==> config.mk <==
export PLATFORM = sky130hd
export DESIGN_NAME = key_event_queue_flat
export DESIGN_NICKNAME = d
export VERILOG_FILES = /design/src/rtl/key_event_queue_if.sv /design/src/rtl/key_event_queue.sv /design/src/flat_wrapper.sv
export SDC_FILE = /design/constraint.sdc
export NUM_CORES = 1
export LEC_CHECK = 0
export ABC_AREA = 1
export BUFFER_PORTS_ARGS = -buffer_cell sky130_fd_sc_hd__buf_2
export CAP_MARGIN = 20
export CORE_ASPECT_RATIO = 1.75
export CORE_MARGIN = 3
export CORE_UTILIZATION = 30
export CTS_CLUSTER_SIZE = 28
export DETAILED_ROUTE_END_ITERATION = 10
export GPL_ROUTABILITY_DRIVEN = 0
export PLACE_DENSITY = 0.51
export RECOVER_POWER = 25
export SLEW_MARGIN = 20
export SYNTH_ARGS = -nofsm -noshare
export SYNTH_HDL_FRONTEND = slang
export SYNTH_SLANG_ARGS = --single-unit
==> constraint.sdc <==
create_clock -name clk -period 4.8 [get_ports clk]
set_clock_uncertainty 0.05 [all_clocks]
set_input_delay 0.24 -clock clk [delete_from_list [all_inputs] [get_ports clk]]
set_output_delay 0.24 -clock clk [all_outputs]
set_load 0.02 [all_outputs]
==> src/rtl/key_event_queue_if.sv <==
// -----------------------------------------------------------------------------
// key_event_queue_if
// Valid/ready event channel between the key event queue and the processor core.
//
// Signals:
//   evt_valid  queue has an event at its head
//   evt_ready  consumer accepts the head event on this rising edge
//   evt_key    key index (0..3) of the head event
//   evt_data   8-bit switch snapshot taken when the event was queued
//
// Modports:
//   master  event producer (the queue)
//   slave   event consumer (the core)
// -----------------------------------------------------------------------------
interface key_event_queue_if;
  logic       evt_valid;
  logic       evt_ready;
  logic [1:0] evt_key;
  logic [7:0] evt_data;

  modport master (
    output evt_valid,
    output evt_key,
    output evt_data,
    input  evt_ready
  );

  modport slave (
    input  evt_valid,
    input  evt_key,
    input  evt_data,
    output evt_ready
  );
endinterface

==> src/rtl/key_event_queue.sv <==
// -----------------------------------------------------------------------------
// key_event_queue
// Turns push-button presses (active-low, debounced, synchronised) into queued
// events {key index, switch snapshot}. A small show-ahead FIFO decouples
// human-speed presses from the consumer, which drains it over valid/ready.
//
// Optional feature macro: KEY_REPEAT_EN
//   defined   : a held key issues repeat events, first after HOLD_CYCLES,
//               then every REPEAT_CYCLES
//   undefined : exactly one event per press, no repeat counters built
//
// Parameters:
//   DEPTH          FIFO entries (power of two, >= 2)
//   HOLD_CYCLES    hold time before the first repeat
//   REPEAT_CYCLES  period of later repeats
//
// Ports:
//   clk       rising-edge clock
//   reset     synchronous, active-high
//   keys      key levels, 0 = pressed
//   sw        switch data, snapshotted at FIFO write time
//   evt       event channel (master side): evt_valid/evt_key/evt_data out,
//             evt_ready in; key/data read 0 while the queue is empty
//   count     number of occupied entries
//   overflow  sticky: an event was merged into a still-pending one (lost)
// -----------------------------------------------------------------------------
module key_event_queue #(
  parameter int DEPTH         = 4,
  parameter int HOLD_CYCLES   = 25_000_000,
  parameter int REPEAT_CYCLES = 10_000_000
) (
  input  logic                   clk,
  input  logic                   reset,
  input  logic [3:0]             keys,
  input  logic [7:0]             sw,
  key_event_queue_if.master      evt,
  output logic [$clog2(DEPTH):0] count,
  output logic                   overflow
);

  localparam int PW = $clog2(DEPTH);
  localparam int CW = PW + 1;
  localparam logic [CW-1:0] FULL_C = CW'(DEPTH);

  // Parameter sanity: repeat reload value HOLD-REPEAT must be non-negative.
  if ((DEPTH < 2) || ((DEPTH & (DEPTH - 1)) != 0) ||
      (REPEAT_CYCLES < 1) || (REPEAT_CYCLES > HOLD_CYCLES)) begin : g_bad_cfg
    $error("key_event_queue: illegal DEPTH/HOLD_CYCLES/REPEAT_CYCLES");
  end

  logic [3:0]    prev;
  logic [3:0]    pending;
  logic [3:0]    press;
  logic [3:0]    tick;
  logic [3:0]    evt_in;
  logic [3:0]    clr;
  logic [1:0]    sel;
  logic          has_pend;
  logic          push;
  logic          pop;
  logic [PW-1:0] head;
  logic [PW-1:0] tail;
  logic [1:0]    mem_key  [DEPTH];
  logic [7:0]    mem_data [DEPTH];

  assign press  = prev & ~keys;
  assign evt_in = press | tick;

`ifdef KEY_REPEAT_EN
  localparam int RW = $clog2(HOLD_CYCLES);
  localparam logic [RW-1:0] LAST_C   = RW'(HOLD_CYCLES - 1);
  localparam logic [RW-1:0] RELOAD_C = RW'(HOLD_CYCLES - REPEAT_CYCLES);

  logic [RW-1:0] rpt_cnt [4];

  always_comb begin
    tick = '0;
    for (int i = 0; i < 4; i++) begin
      tick[i] = ~keys[i] & ~press[i] & (rpt_cnt[i] == LAST_C);
    end
  end

  // Reloading to HOLD-REPEAT after a tick makes later repeats REPEAT apart.
  always_ff @(posedge clk) begin
    for (int i = 0; i < 4; i++) begin
      if (reset || keys[i] || press[i]) begin
        rpt_cnt[i] <= '0;
      end else if (tick[i]) begin
        rpt_cnt[i] <= RELOAD_C;
      end else begin
        rpt_cnt[i] <= rpt_cnt[i] + RW'(1);
      end
    end
  end
`else
  assign tick = '0;
`endif

  // Fixed-priority arbiter: lowest-index pending key wins.
  always_comb begin
    sel      = '0;
    has_pend = 1'b0;
    for (int i = 3; i >= 0; i--) begin
      if (pending[i]) begin
        sel      = 2'(i);
        has_pend = 1'b1;
      end
    end
  end

  assign pop  = evt.evt_valid & evt.evt_ready;
  // A full FIFO still accepts a push when the head is leaving this cycle.
  assign push = has_pend & ((count != FULL_C) | pop);

  always_comb begin
    clr = '0;
    if (push) clr[sel] = 1'b1;
  end

  // ---- control state: edge detect, pending set, pointers, occupancy ----
  always_ff @(posedge clk) begin
    prev <= keys;
    if (reset) begin
      pending  <= '0;
      head     <= '0;
      tail     <= '0;
      count    <= '0;
      overflow <= 1'b0;
    end else begin
      pending <= (pending & ~clr) | evt_in;
      // A bit being written this cycle is free again, so re-setting it loses nothing.
      if (|(evt_in & pending & ~clr)) overflow <= 1'b1;
      if (push) tail <= tail + PW'(1);
      if (pop)  head <= head + PW'(1);
      case ({push, pop})
        2'b10:   count <= count + CW'(1);
        2'b01:   count <= count - CW'(1);
        default: count <= count;
      endcase
    end
  end

  // ---- event storage (data only, not reset) ----
  always_ff @(posedge clk) begin
    if (push) begin
      mem_key[tail]  <= sel;
      mem_data[tail] <= sw;
    end
  end

  // ---- show-ahead head outputs ----
  assign evt.evt_valid = (count != '0);
  assign evt.evt_key   = evt.evt_valid ? mem_key[head]  : 2'd0;
  assign evt.evt_data  = evt.evt_valid ? mem_data[head] : 8'd0;

endmodule

==> src/flat_wrapper.sv <==
// flat-port wrapper written by rule: the top's interface ports become plain ports
module key_event_queue_flat 
#(
  parameter int DEPTH         = 4,
  parameter int HOLD_CYCLES   = 25_000_000,
  parameter int REPEAT_CYCLES = 10_000_000
)
  (clk, reset, keys, sw, count, overflow, evt_evt_valid, evt_evt_key, evt_evt_data, evt_evt_ready);
  key_event_queue_if evt_i ();
  input  logic clk;
  input  logic reset;
  input  logic [3:0] keys;
  input  logic [7:0] sw;
  output logic [$clog2(DEPTH):0] count;
  output logic overflow;
  output wire logic [$bits(evt_i.evt_valid)-1:0] evt_evt_valid;
  output wire logic [$bits(evt_i.evt_key)-1:0] evt_evt_key;
  output wire logic [$bits(evt_i.evt_data)-1:0] evt_evt_data;
  input wire logic [$bits(evt_i.evt_ready)-1:0] evt_evt_ready;
  assign evt_evt_valid = evt_i.evt_valid;
  assign evt_evt_key = evt_i.evt_key;
  assign evt_evt_data = evt_i.evt_data;
  assign evt_i.evt_ready = evt_evt_ready;
  key_event_queue #(.DEPTH(DEPTH), .HOLD_CYCLES(HOLD_CYCLES), .REPEAT_CYCLES(REPEAT_CYCLES)) u_core (.clk(clk), .reset(reset), .keys(keys), .sw(sw), .evt(evt_i), .count(count), .overflow(overflow));
endmodule
== Yosys cells after proc, flatten, opt, wreduce, memory -nomap -nowiden ==
Memory sizes are Yosys's and may differ from the RTL's. A register that Yosys moved wholly into a read port is not among the register bits.
Cells that the tools add are included.
Word-level totals
  register bits after elaboration: 16
  bits in latches: 0
  memory bits (writable): 40
  memory bits (read-only): 0
  input port bits: 15
  output and inout port bits: 15
  word-level logic and storage cells: 51
  memories kept: 2
Operators by class
  add/sub/neg operators: 4
  $mul: 0
  divide/modulo/power cells: 0
  order comparisons: 2
  equality and inequality tests: 3
  shift-type cells: 0
  muxes and demuxes: 20
  bitwise operators: 10
  reductions and logical operators: 4
Memory list
  u_core.mem_data: words 4, bits a word 8, read ports 1, clocked after Yosys merged registers in 1, wr ports 1, RTL line key_event_queue.sv:64  | logic [7:0] mem_data [DEPTH];
  u_core.mem_key: words 4, bits a word 2, read ports 1, clocked after Yosys merged registers in 1, wr ports 1, RTL line key_event_queue.sv:63  | logic [1:0] mem_key [DEPTH];
Operators with widths (number)
  two-way mux 2 bit: 9
  AND 4 bit: 4
  two-way mux 8 bit: 1
  inverter 4 bit: 2
  two-way mux 1 bit: 7
  case mux 3 bit (2 select lines): 1
  adder 2 x 1 -> 2 bit, second input constant: 2
  two-way mux 4 bit: 1
  OR 4 bit: 1
  OR reduction 4 bit: 1
  adder 3 x 1 -> 3 bit, second input constant: 1
  < comparator 2 x 3 -> 1 bit, second input constant: 1
  != test 3 bit, second input constant: 1
  nonzero test 3 bit: 1
  subtractor 3 x 1 -> 3 bit, second input constant: 1
  AND 1 bit: 2
  demux 1 bit (select 2 bit): 1
  equality test 2 x 1 -> 1 bit, second input constant: 1
  equality test 2 bit, second input constant: 1
  greater-or-equal comparator 2 x 1 -> 1 bit, second input constant: 1
  nonzero test 2 bit: 1
  logical AND 1 bit: 1
  OR 1 bit: 1

== Logic depth before layout (Yosys ltp) ==
Gate-level depths: netlist of the first run.
  depth after elaboration: 12
  depth in mapped cells: 11
  gate-level depth less buffers: 11

== Worst setup path after synthesis of the first run ==
No wires, ideal clock.
  kind: register to register
  start: register u_core.count[0]
  end: register u_core.count[2]
  library setup time: 0.122 ns
  data arrival time: 1.914 ns
  data required time: 4.628 ns
  slack: 2.714 ns
  cell stages (with the launch flop): 12
  buffers on the path: 0
  clock period less this slack: 2.086 ns
  cell sequence: dfxtp_1 > nor2_2 > nand2_2 > inv_2 > nor2_4 > ha_1 > inv_1 > fa_1 > a21oi_1 > o21ai_0 > o21ai_0 > a21oi_1
On the way
  word-level cells in the longest chain between the ends: 6
  elaborated cells on any way between the ends: 11
  classes of those cells: add/sub (2); eq/ne (3); mux (1); bitwise (3); reduce/logical (2)
Ends and longest elaborated chain
  start: declaration: RTL line key_event_queue.sv:37  | output logic [$clog2(DEPTH):0] count,
  start signal: assignment: RTL line key_event_queue.sv:136  | 2'b10: count <= count + CW'(1);
  start signal: assignment: RTL line key_event_queue.sv:137  | 2'b01: count <= count - CW'(1);
  start signal: assignment: RTL line key_event_queue.sv:138  | default: count <= count;
  nonzero test 3 bit (*): RTL line key_event_queue.sv:152  | assign evt.evt_valid = (count != '0);
  net evt_evt_valid: RTL line flat_wrapper.sv:16  | output wire logic [$bits(evt_i.evt_valid)-1:0] evt_evt_valid;
  AND 1 bit (*): RTL line key_event_queue.sv:111  | assign pop = evt.evt_valid & evt.evt_ready;
  net u_core.pop: RTL line key_event_queue.sv:60  | logic pop;
  OR 1 bit: RTL line key_event_queue.sv:113  | assign push = has_pend & ((count != FULL_C) | pop);
  AND 1 bit: RTL line key_event_queue.sv:113
  equality test 2 x 1 -> 1 bit or equality test 2 bit (tied branches): RTL line key_event_queue.sv:135  | case ({push, pop})
  case mux 3 bit (2 select lines) or nonzero test 2 bit (tied branches)
Mark *: on every way through the listed nets, which the timed path passes. The rest lies on a longest branch.
A chain may end at the register's enable or synchronous reset.

==> key figures, run 1 <==
Status
  • Outcome: completed

Die
  • Core area: 7620 um2
  • I/O pin count: 30
  • Rows: 42
  • Die Span X: 73.22 um
  • Initial core utilization: 31.13%
  • Die ar.: 9053 um2
  • DIE HEIGHT: 123.6 um

CTS
  • Clock Root Buffer: clkbuf_16
  • TritonCTS Sinks: 58
  • CTS tree: built
  • Clock Tree Buf Depth: 2
  • # hold bufs at CTS: 4
  • Htree depth: 3
  • Worst-skew pair later-pin latency: 0.31 ns
  • Total CTS buffers: 9
  • Post-CTS resize count: 0
  • Reg clk slew, reported paths: 0.05 ns
  • Post-CTS setup buffer count: 0

Drt
  • Detail Route Antenna Nets: 0
  • Initial DRC Count: 82
  • Final wirelength: 4571 um
  • DR pass1 iterations: 6
  • Vias: 1619
  • Drt drc: 0
  • DR WL/cell: 12.84 um
  • Vias per inst: 4.548

Worst hold path
  • Min-delay src: reset
  • Min-delay worst type: in -> reg
  • Hold path endpoint: u_core.pending[0]
  • Hold path depth: 2

Synthesis
  • Mux contribution to synthesized area: 0%
  • #FFs+latches synth: 58
  • Gate count after technology mapping: 225
  • Simple-gate share of the synthesized area: 13.87%
  • Seq/Total Area, Yosys: 65.82%
  • Largest family of logic cells by synthesized area: simple AND/OR/NAND/NOR gates
  • Complex-gate fraction of the synthesized area: 11.45%
  • Post-Synth Adder-Cell Area: 3.481%
  • Ranking of synthesized cells by area: edfxtp_1, dfxtp_1, nor2_1
  • Synth Cell Area: 2372 um2
  • Post-synthesis average cell area: 10.54 um2
  • Synth cell types: 22
  • Post-synth top area share: 50.63%
  • Area leader, netlist: edfxtp_1
  • Mapped Nets: 246
  • Synth Area in XOR/XNOR: 0%
  • Yosys Warn Count: 0

Finish
  • Core Util, Final: 38.34%
  • Layout area overhead: 23.15%
  • Multi-input combinational cell area: 683.2 um2
  • Antenna diode count: 0
  • Layout cells sized above 1: 17.54%
  • Fill cells: 737
  • Nets: 284
  • Most common cell after layout, fill and taps aside: nor2_1
  • Most frequent cells in the layout: nor2_1, edfxtp_1, inv_1
  • FF/Latch Area: 1562 um2

Worst setup path
  • Critical-path maximum fanout: 21
  • R2R setup slack: 2.68 ns
  • Cell Chain, Critical Path: inv_1, o21ai_0, a21oi_1, buf_2
  • CP max stage cell: dfxtp_1
  • R2r endpoint: u_core.count[2]
  • Startpoint Class: register
  • Buffers & Inverters on Critical Path: 2
  • WP data arrival: 2.15 ns
  • Largest stage delay, worst path: 0.79 ns
  • Top Family by Delay on Critical Path: flip-flops
  • Critical path class: reg -> out
  • R2r startpoint: u_core.count[0]
  • Crit. End Element: output port
  • R2R depth: 11
  • Worst path required time: 4.51 ns

Pwr
  • P per Cell Area: 575.9 nW/um2
  • Worst vdd ir: 0.4015 mV
  • Flop pwr share: 38.5%
  • Switching pwr: 0.0005423 W
  • Clock power frac: 35.8%
  • Design Power: 0.001682 W
  • Leakage: 1.155 nW
  • Switching share of power: 32.23%
  • Comb power frac: 25.7%
  • Power Internal: 0.001140 W

Global route
  • Initial antenna violation count: 0
  • Global-route usage over all layers: 11.12%
  • Grt ovf: 0
  • First-pass GRT wire length: 7383 um
  • Vias in the first global route: 1566
  • Largest net degree at the start of global routing: 22

Timing
  • Worst Tran Pin Value: 1.001 ns
  • Final WS setup: 2.358 ns
  • RSZ-0062 raised after global routing: false
  • Final count of negative-setup-slack endpoints: 0
  • Fmax: 409.5 MHz
  • Worst hold slack: 0.09969 ns
  • Tcrit/Tclk final: 50.87%
  • Sum Neg Setup Slack: 0 ns
  • Final Critical Period: 2.442 ns
  • Slew Limit Headroom: 33.03%
  • Final Hold Viols: 0
  • Max Slew Vio Count: 0

Flow run
  • Max-Cap Viols: 0

Placement
  • Pre-CTS setup slack: 2.623 ns
  • Hpwl dp: 3098 um
  • Port Buf Inserts: 29
==> state kept, by name, indices dropped and copies added (netlist names), named ones only <==
signal and cells:
u_core.count 3, u_core.head 2, u_core.mem_data 32, u_core.mem_key 8, u_core.overflow 1, u_core.pending 4, u_core.prev 4, u_core.tail 2
==> worst register-to-register path: cells and delay by family (launching register included) <==
kind	cells	cell delay, ns
adders and majority gates	2	0.54
and+or+nand+nor	3	0.35
AOI/OAI and AO/OA	4	0.47
buffers and inverters	2	0.18
DFF	1	0.40
==> per-layer routing <==
metal / global-route usage [%] / share of wire (%)
met1: 11.35 / 39
met2: 19.79 / 55
met3: 3.393 / 4.7
met4: 5.889 / 1.9
met5: 0 / 0
==> cell families (layout without fill, tap and decap cells) <==
| family | after synthesis | count (layout) |
|---|---|---|
| AND/OR/NAND/NOR | 76 | 76 |
| flip-flops | 58 | 58 |
| AO/OA/AOI/OAI | 52 | 52 |
| buffers and inverters | 33 | 76 |
| adder cells (fa/ha/maj) | 6 | 6 |
==> power groups by stage <==
stage | Combinational, W | Clock, W | Sequential [W]
6_report | 0.000433 | 0.000602 | 0.000648
3_3_place_gp | 0.000436 | 0 | 0.000655
2_1_floorplan | 0.000314 | 0 | 0.000643
5_1_grt | 0.000491 | 0.000641 | 0.000657
3_5_place_dp | 0.000443 | 0 | 0.000658
4_1_cts | 0.000445 | 0.000623 | 0.000649
==> cells in the mapped netlist <==
master	number
nand2_4	2
clkinv_1	1
fa_1	1
dfxtp_1	18
nand2_2	4
ha_1	5
nand4_1	1
buf_2	3
o21ai_0	23
o21ai_1	3
nor2_1	55
nand2_1	8
nor2_4	1
nor2_2	2
o21ai_2	2
inv_2	1
nand3_1	3
clkbuf_1	3
inv_1	25
a21oi_1	23
a21oi_2	1
edfxtp_1	40
==> how the worst max path moves through the flow <==
stage                 endpoint  slack [ns]  cells past startpoint
4_1_cts        evt_evt_data[1]        2.29                      4
6_report       evt_evt_data[3]        2.36                      4
2_1_floorplan  u_core.count[2]        2.71                     11
5_1_grt         evt_evt_key[1]        2.08                      4
3_3_place_gp   u_core.count[2]        2.71                     11
3_5_place_dp   evt_evt_data[3]        2.62                      4
==> layout make-up <==
class	instances	share of cell area [%]
repair buffers	33	6.039
clock buffers	12	8.437
clock inverters	4	1.456
multi-input cells	134	23.38
well taps	88	3.769
flip-flops and latches	58	53.45
inverters	27	3.469
==> per-stage QoR <==
step                      instances  cell area (um2)
after floorplan                 225             2372
after global placement          336             2601
after detailed placement        336             2601
after CTS                       356             2930
after global routing            356             2922
final                           356             2922
Power figures use the tool's default switching activity.
==> run 2: changes to the inputs <==
==> constraint.sdc (replaced) <==
create_clock -name clk -period 2.3 [get_ports clk]
set_clock_uncertainty 0.05 [all_clocks]
set_input_delay 0.115 -clock clk [delete_from_list [all_inputs] [get_ports clk]]
set_output_delay 0.115 -clock clk [all_outputs]
set_load 0.02 [all_outputs]
==> run 2 against run 1 <==
Clock power increased by 86%. Critical path depth grew 7. Count of clock-buffer cells in the layout shrank 1. First-iteration DRC count is 46% lower. Total power increased by 100%. Register-to-register slack got worse by 2.5 ns. Via count is 2.6% higher. Sequential share of layout area shrank 2.1 points. Sequential power up 100%. Final cell count up 5.1%. Core utilization rose by 1.6 points. Highest routed layer unchanged.
==> key figures, run 2 (synthesis gave the netlist of run 1 again) <==
Global route
  • Initial antenna violation count: 0 (unchanged)
  • Vias in the first global route: 1664 (was 1566)
  • Global-route usage over all layers: 11.87% (was 11.12%)
  • M2 GR Usage: 21.24% (was 19.79%)
  • Grt ovf: 0 (unchanged)
  • First-pass GRT wire length: 7714 um (was 7383 um)
  • GR Util met3: 4.120% (was 3.393%)
  • Largest net degree at the start of global routing: 21 (was 22)
  • Met1 Use GR: 11.19% (was 11.35%)
  • Gr busiest metal: met2 (unchanged)

Timing
  • Fmax: 481.7 MHz
  • Final Hold Viols: 0 (unchanged)
  • Tcrit/Tclk final: 90.27%
  • RSZ-0062 raised after global routing: false (unchanged)
  • Final Critical Period: 2.076 ns
  • Sum Neg Setup Slack: 0 ns (unchanged)
  • Worst Tran Pin Value: 0.5103 ns (was 1.001 ns)
  • Final count of negative-setup-slack endpoints: 0 (unchanged)
  • Max Slew Vio Count: 0 (unchanged)
  • Slew Limit Headroom: 65.95% (was 33.03%)

Worst setup path
  • Startpoint Class: register (unchanged)
  • WP data arrival: 2.23 ns (was 2.15 ns)
  • Crit. End Element: register (was output port)
  • Buffers & Inverters on Critical Path: 2 (unchanged)
  • CP max stage cell: fa_1 (was dfxtp_1)
  • Worst path required time: 2.46 ns (was 4.51 ns)
  • Worst path most repeated cell: a21oi_1
  • Cell Chain, Critical Path: nor2_2, nand2_2, inv_2, nor2_4, ha_1, inv_1, fa_1, a21oi_1, o21ai_0, o21ai_1, a21oi_1 (was inv_1, o21ai_0, a21oi_1, buf_2)
  • Critical-path maximum fanout: 11 (was 21)
  • Critical path class: reg -> reg (was reg -> out)
  • Largest stage delay, worst path: 0.38 ns (was 0.79 ns)
  • Top Family by Delay on Critical Path: adder cells (was flip-flops)

Pwr
  • Switching share of power: 33.80% (was 32.23%)
  • Flop pwr share: 38.2% (was 38.5%)
  • Power Internal: 0.002282 W (was 0.001140 W)
  • Comb power frac: 29.2% (was 25.7%)
  • Worst vdd ir: 0.6953 mV (was 0.4015 mV)
  • P per Cell Area: 1132 nW/um2 (was 575.9 nW/um2)
  • Clock power frac: 32.6% (was 35.8%)
  • Leakage: 1.216 nW (was 1.155 nW)
  • Switching pwr: 0.001165 W (was 0.0005423 W)

Status
  • Outcome: completed (unchanged)

Drt
  • Vias per inst: 4.441 (was 4.548)
  • Drt drc: 0 (unchanged)
  • Initial DRC Count: 44 (was 82)
  • Final wirelength: 4787 um (was 4571 um)
  • Detail Route Antenna Nets: 0 (unchanged)
  • DR WL/cell: 12.80 um (was 12.84 um)
  • Vias: 1661 (was 1619)
  • DR pass1 iterations: 4 (was 6)

Finish
  • Max FFs per register: 32 (unchanged)
  • Nets: 302 (was 284)
  • Design area: 3044 um2 (was 2922 um2)
  • Most frequent cells in the layout: nor2_1, edfxtp_1, inv_1 (unchanged)
  • Layout area overhead: 28.32% (was 23.15%)
  • Finished Layout Cells: 374 (was 356)
  • Biggest regs: u_core.mem_data: 32 flops, u_core.mem_key: 8 flops (unchanged)
  • Biggest register: u_core.mem_data (unchanged)
  • Antenna diode count: 0 (unchanged)
  • Layout cells sized above 1: 18.88% (was 17.54%)
  • Most common cell after layout, fill and taps aside: nor2_1 (unchanged)

Placement
  • Area post-placement: 2661 um2 (was 2601 um2)
  • Hpwl dp: 3290 um (was 3098 um)
  • Port Buf Inserts: 29 (unchanged)
  • Post-placement cell count: 344 (was 336)

CTS
  • Reg clk slew, reported paths: 0.05 ns (about the same)
  • Clock Root Buffer: clkbuf_16 (unchanged)
  • TritonCTS Sinks: 58 (unchanged)
  • CTS tree: built (unchanged)
  • Total CTS buffers: 9 (unchanged)
  • Htree depth: 3 (unchanged)
  • Worst-skew pair later-pin latency: 0.32 ns (was 0.31 ns)
  • Clock Tree Buf Depth: 2 (unchanged)

Worst hold path
  • Min-delay worst type: in -> reg (unchanged)

Die
  • Core area: 7620 um2 (unchanged)
  • DIE HEIGHT: 123.6 um (unchanged)
  • Die Span X: 73.22 um (unchanged)
  • Rows: 42 (unchanged)
  • Initial core utilization: 31.13% (unchanged)
  • Die ar.: 9053 um2 (unchanged)
  • I/O pin count: 30 (unchanged)

Flow run
  • Max-Cap Viols: 0 (unchanged)
run 2: final cells by class:
cell class,instances,area (um2)
clock inverter,5,21.27
inverter,27,101.3
timing repair buffer,51,330.3
fill,740,4576
tap,88,110.1
sequential,58,1563
clock buffer,11,232.7
multi-input combinational,134,685.7
run 2: power groups by stage:
stage               sequential, W  clock, W  combinational, W
floorplan                 0.00134         0          0.000655
global placement          0.00133         0          0.000989
detailed placement        0.00133         0          0.000994
CTS                       0.00132   0.00116           0.00102
global route              0.00133   0.00119           0.00113
finish                    0.00132   0.00112           0.00101
run 2: stage by stage:
stage | util (%) | hold WS (ns) | total power (W) | setup slack, ns
6_report | 39.95 | 0.07904 | 0.003446 | 0.2238
5_1_grt | 39.95 | 0.1027 | 0.003653 | 0.006538
4_1_cts | 39.97 | 0.07314 | 0.003488 | 0.1631
3_5_place_dp | 34.93 | 0.1844 | 0.002329 | 0.1632
3_3_place_gp | 34.93 | 0.1819 | 0.002317 | 0.2401
2_1_floorplan | - | 0.09272 | 0.001996 | 0.2144
run 2: metal layers:
layer,share of wire (%),routed length [um]
met5,0,0
met4,2.1,101
met3,4.6,221
met2,54,2594
met1,39,1870
run 2: worst reg2reg max path, cell delays in order, from the launching register on:
cell and delay, ns:
dfxtp_1 0.37, nor2_2 0.07, nand2_2 0.07, inv_2 0.12, nor2_4 0.18, ha_1 0.17
inv_1 0.07, fa_1 0.38, a21oi_1 0.14, o21ai_0 0.13, o21ai_1 0.14, a21oi_1 0.05
run 2: final timing paths:
| path | cells past startpoint | startpoint | slack [ns] | endpoint |
|---|---|---|---|---|
| worst max-delay path | 11 | u_core.count[1] | 0.22 | u_core.count[2] |
| worst min-delay path | 4 | evt_evt_ready | 0.08 | u_core.pending[0] |
| worst min register to register | 1 | u_core.count[0] | 0.41 | u_core.count[0] |
| worst max register to register | 11 | u_core.count[1] | 0.22 | u_core.count[2] |
run 2: what timing repair did:
| action | in CTS | in global routing |
|---|---|---|
| hold buffers | 13 | 0 |
| setup buffers | 0 | 1 |
| gates resized for setup | 0 | 3 |
| endpoints found under the setup margin | 0 | 1 |
| hold endpoints to repair | 40 | 0 |
==> run 3: changes to the inputs <==
--- a/config.mk
+++ b/config.mk
@@ -14,6 +14,7 @@
 export CTS_CLUSTER_SIZE = 28
 export DETAILED_ROUTE_END_ITERATION = 10
 export GPL_ROUTABILITY_DRIVEN = 0
+export GPL_TIMING_DRIVEN = 0
 export PLACE_DENSITY = 0.51
 export RECOVER_POWER = 25
 export SLEW_MARGIN = 20
==> constraint.sdc (replaced) <==
create_clock -name clk -period 2.3 [get_ports clk]
set_clock_uncertainty 0.05 [all_clocks]
set_input_delay 0.115 -clock clk [delete_from_list [all_inputs] [get_ports clk]]
set_output_delay 0.115 -clock clk [all_outputs]
set_load 0.1 [all_outputs]
==> run 3 against run 2 <==
Die area unchanged. Sequential share of layout area down 1.0 points. Global-route usage up 0.51 points. Sequential power about the same. Count of clock-buffer cells in the layout up 2. Non-clock buffer count down 3. Combinational power up 98%. Fmax down 0.71%.
==> key figures, run 3 (synthesis gave the netlist of run 1 again) <==
Pwr
  • Flop pwr share: 28.2% (was 38.2%)
  • Switching share of power: 45.21% (was 33.80%)
  • Comb power frac: 42.7% (was 29.2%)
  • P per Cell Area: 1496 nW/um2 (was 1132 nW/um2)
  • Switching pwr: 0.002115 W (was 0.001165 W)
  • Power Internal: 0.002563 W (was 0.002282 W)
  • Leakage: 1.216 nW (about the same)
  • Clock power frac: 29.1% (was 32.6%)
  • Worst vdd ir: 1.118 mV (was 0.6953 mV)

Placement
  • Hpwl dp: 3296 um (was 3290 um)
  • Pre-CTS setup slack: 0.1802 ns (was 0.1632 ns)
  • Port Buf Inserts: 29 (unchanged)

Drt
  • Drt drc: 0 (unchanged)
  • Vias per inst: 4.456 (was 4.441)
  • Vias: 1653 (was 1661)
  • Final wirelength: 4839 um (was 4787 um)
  • DR pass1 iterations: 5 (was 4)
  • DR WL/cell: 13.04 um (was 12.80 um)
  • Initial DRC Count: 78 (was 44)
  • Detail Route Antenna Nets: 0 (unchanged)

CTS
  • Clock Root Buffer: clkbuf_16 (unchanged)
  • Post-CTS setup buffer count: 0 (unchanged)
  • CTS tree: built (unchanged)
  • Htree depth: 3 (unchanged)
  • Reg clk slew, reported paths: 0.05 ns (about the same)
  • TritonCTS Sinks: 58 (unchanged)
  • Worst-skew pair later-pin latency: 0.33 ns (was 0.32 ns)
  • Clock Tree Buf Depth: 2 (unchanged)
  • Total CTS buffers: 9 (unchanged)

Global route
  • Global-route usage over all layers: 12.38% (was 11.87%)
  • Initial antenna violation count: 0 (unchanged)
  • Grt ovf: 0 (unchanged)
  • Largest net degree at the start of global routing: 11 (was 21)
  • Vias in the first global route: 1706 (was 1664)
  • First-pass GRT wire length: 7969 um (was 7714 um)

Finish
  • Biggest register: u_core.mem_data (unchanged)
  • Max FFs per register: 32 (unchanged)
  • Layout area overhead: 31.80% (was 28.32%)
  • Most frequent cells in the layout: nor2_1, edfxtp_1, buf_2 (was nor2_1, edfxtp_1, inv_1)
  • Biggest regs: u_core.mem_data: 32 flops, u_core.mem_key: 8 flops (unchanged)
  • Fill cells: 742 (was 740)
  • Antenna diode count: 0 (unchanged)
  • Layout cells sized above 1: 22.97% (was 18.88%)
  • Most common cell after layout, fill and taps aside: nor2_1 (unchanged)
  • Nets: 299 (was 302)

Worst setup path
  • Worst path required time: 2.45 ns (was 2.46 ns)
  • Startpoint Class: register (unchanged)
  • CP max stage cell: dfxtp_4 (was fa_1)
  • R2R depth: 11 (unchanged)
  • Critical path class: reg -> reg (unchanged)
  • R2r startpoint: u_core.count[2] (was u_core.count[1])
  • Top Family by Delay on Critical Path: adder cells (unchanged)
  • Critical-path maximum fanout: 9 (was 11)
  • Cell Chain, Critical Path: clkinvlp_4, nor2_1, nand2_2, nand2_4, ha_2, inv_1, fa_2, a21oi_1, o21ai_1, o21ai_1, a21oi_1 (was nor2_2, nand2_2, inv_2, nor2_4, ha_1, inv_1, fa_1, a21oi_1, o21ai_0, o21ai_1, a21oi_1)
  • R2r endpoint: u_core.count[2] (unchanged)
  • Crit. End Element: register (unchanged)
  • Buffers & Inverters on Critical Path: 2 (unchanged)
  • WP data arrival: 2.24 ns (was 2.23 ns)
  • R2R setup slack: 0.21 ns (was 0.22 ns)
  • Largest stage delay, worst path: 0.35 ns (was 0.38 ns)

Worst hold path
  • Min-delay src: evt_evt_ready (unchanged)
  • Hold path endpoint: u_core.pending[0] (unchanged)
  • Min-delay worst type: in -> reg (unchanged)
  • Hold path depth: 4 (unchanged)

Timing
  • Final WS setup: 0.2090 ns (was 0.2238 ns)
  • Max Slew Vio Count: 0 (unchanged)
  • Sum Neg Setup Slack: 0 ns (unchanged)
  • RSZ-0062 raised after global routing: false (unchanged)
  • Fmax: 478.2 MHz (was 481.7 MHz)
  • Final Critical Period: 2.091 ns (was 2.076 ns)
  • Final count of negative-setup-slack endpoints: 0 (unchanged)
  • Tcrit/Tclk final: 90.91% (was 90.27%)
  • Worst Tran Pin Value: 1.026 ns (was 0.5103 ns)
  • Worst hold slack: 0.07907 ns (was 0.07904 ns)
  • Slew Limit Headroom: 31.34% (was 65.95%)
  • Final Hold Viols: 0 (unchanged)

Die
  • Core area: 7620 um2 (unchanged)
  • Die Span X: 73.22 um (unchanged)
  • Die ar.: 9053 um2 (unchanged)
  • I/O pin count: 30 (unchanged)
  • DIE HEIGHT: 123.6 um (unchanged)
  • Initial core utilization: 31.13% (unchanged)
  • Rows: 42 (unchanged)

Status
  • Outcome: completed (unchanged)

Flow run
  • Max-Cap Viols: 0 (unchanged)
==> run 3: per-layer routing <==
metal  global-route usage, %  up-vias  part of all wire, %
li1                        -      857                    -
met1                   12.05      750                   38
met2                   22.48       38                   56
met3                   3.958        8                  3.7
met4                   6.697        0                  2.3
met5                       0        -                    0
==> run 3: final cells by class <==
| type | count | area, um2 | share of cell area, % |
|---|---|---|---|
| clock inverter | 3 | 63.81 | 2.041 |
| inverter | 27 | 107.6 | 3.441 |
| tap | 88 | 110.1 | 3.521 |
| buffer | 6 | 26.28 | 0.8403 |
| multi-input combinational | 134 | 739.5 | 23.65 |
| timing repair buffer | 42 | 266.5 | 8.523 |
| sequential | 58 | 1573 | 50.30 |
| clock buffer | 13 | 240.2 | 7.683 |
==> run 3: what timing repair did <==
item | 4_1_cts | 5_1_grt
hold buffers | 13 | 0
gates resized for setup | 0 | 0
hold endpoints to repair | 40 | 0
==> run 3: power groups by stage <==
stage               clock [W]  combinational, W  sequential (W)
floorplan                   0           0.00152         0.00149
global placement            0           0.00200         0.00134
detailed placement          0           0.00201         0.00134
CTS                   0.00138           0.00203         0.00132
global route          0.00143           0.00214         0.00134
finish                0.00136           0.00200         0.00132
==> run 3: worst min-delay path: stages <==
cell     delay, ns
buf_2         0.09
nor2_1        0.06
nand3_1       0.09
a21oi_1       0.06
==> run 3: stage by stage <==
step | total power, W | cell area [um2] | utilization, % | cells
6_report | 0.004678 | 3127 | 41.03 | 371
5_1_grt | 0.004903 | 3127 | 41.03 | 371
4_1_cts | 0.004741 | 3136 | 41.15 | 371
3_5_place_dp | 0.003352 | 2701 | 35.45 | 342
3_3_place_gp | 0.003339 | 2701 | 35.45 | 342
2_1_floorplan | 0.003013 | 2446 | - | 225
==> run 3: worst max path at each step <==
stage	startpoint	to	slack (ns)	cells after the start
global route	u_core.count[2]	u_core.count[2]	0.008	11
detailed placement	u_core.count[2]	u_core.count[2]	0.18	11
floorplan	u_core.count[2]	u_core.count[2]	0.006	11
CTS	u_core.count[2]	u_core.count[2]	0.17	11
global placement	u_core.count[2]	u_core.count[2]	0.18	11
finish	u_core.count[2]	u_core.count[2]	0.21	11
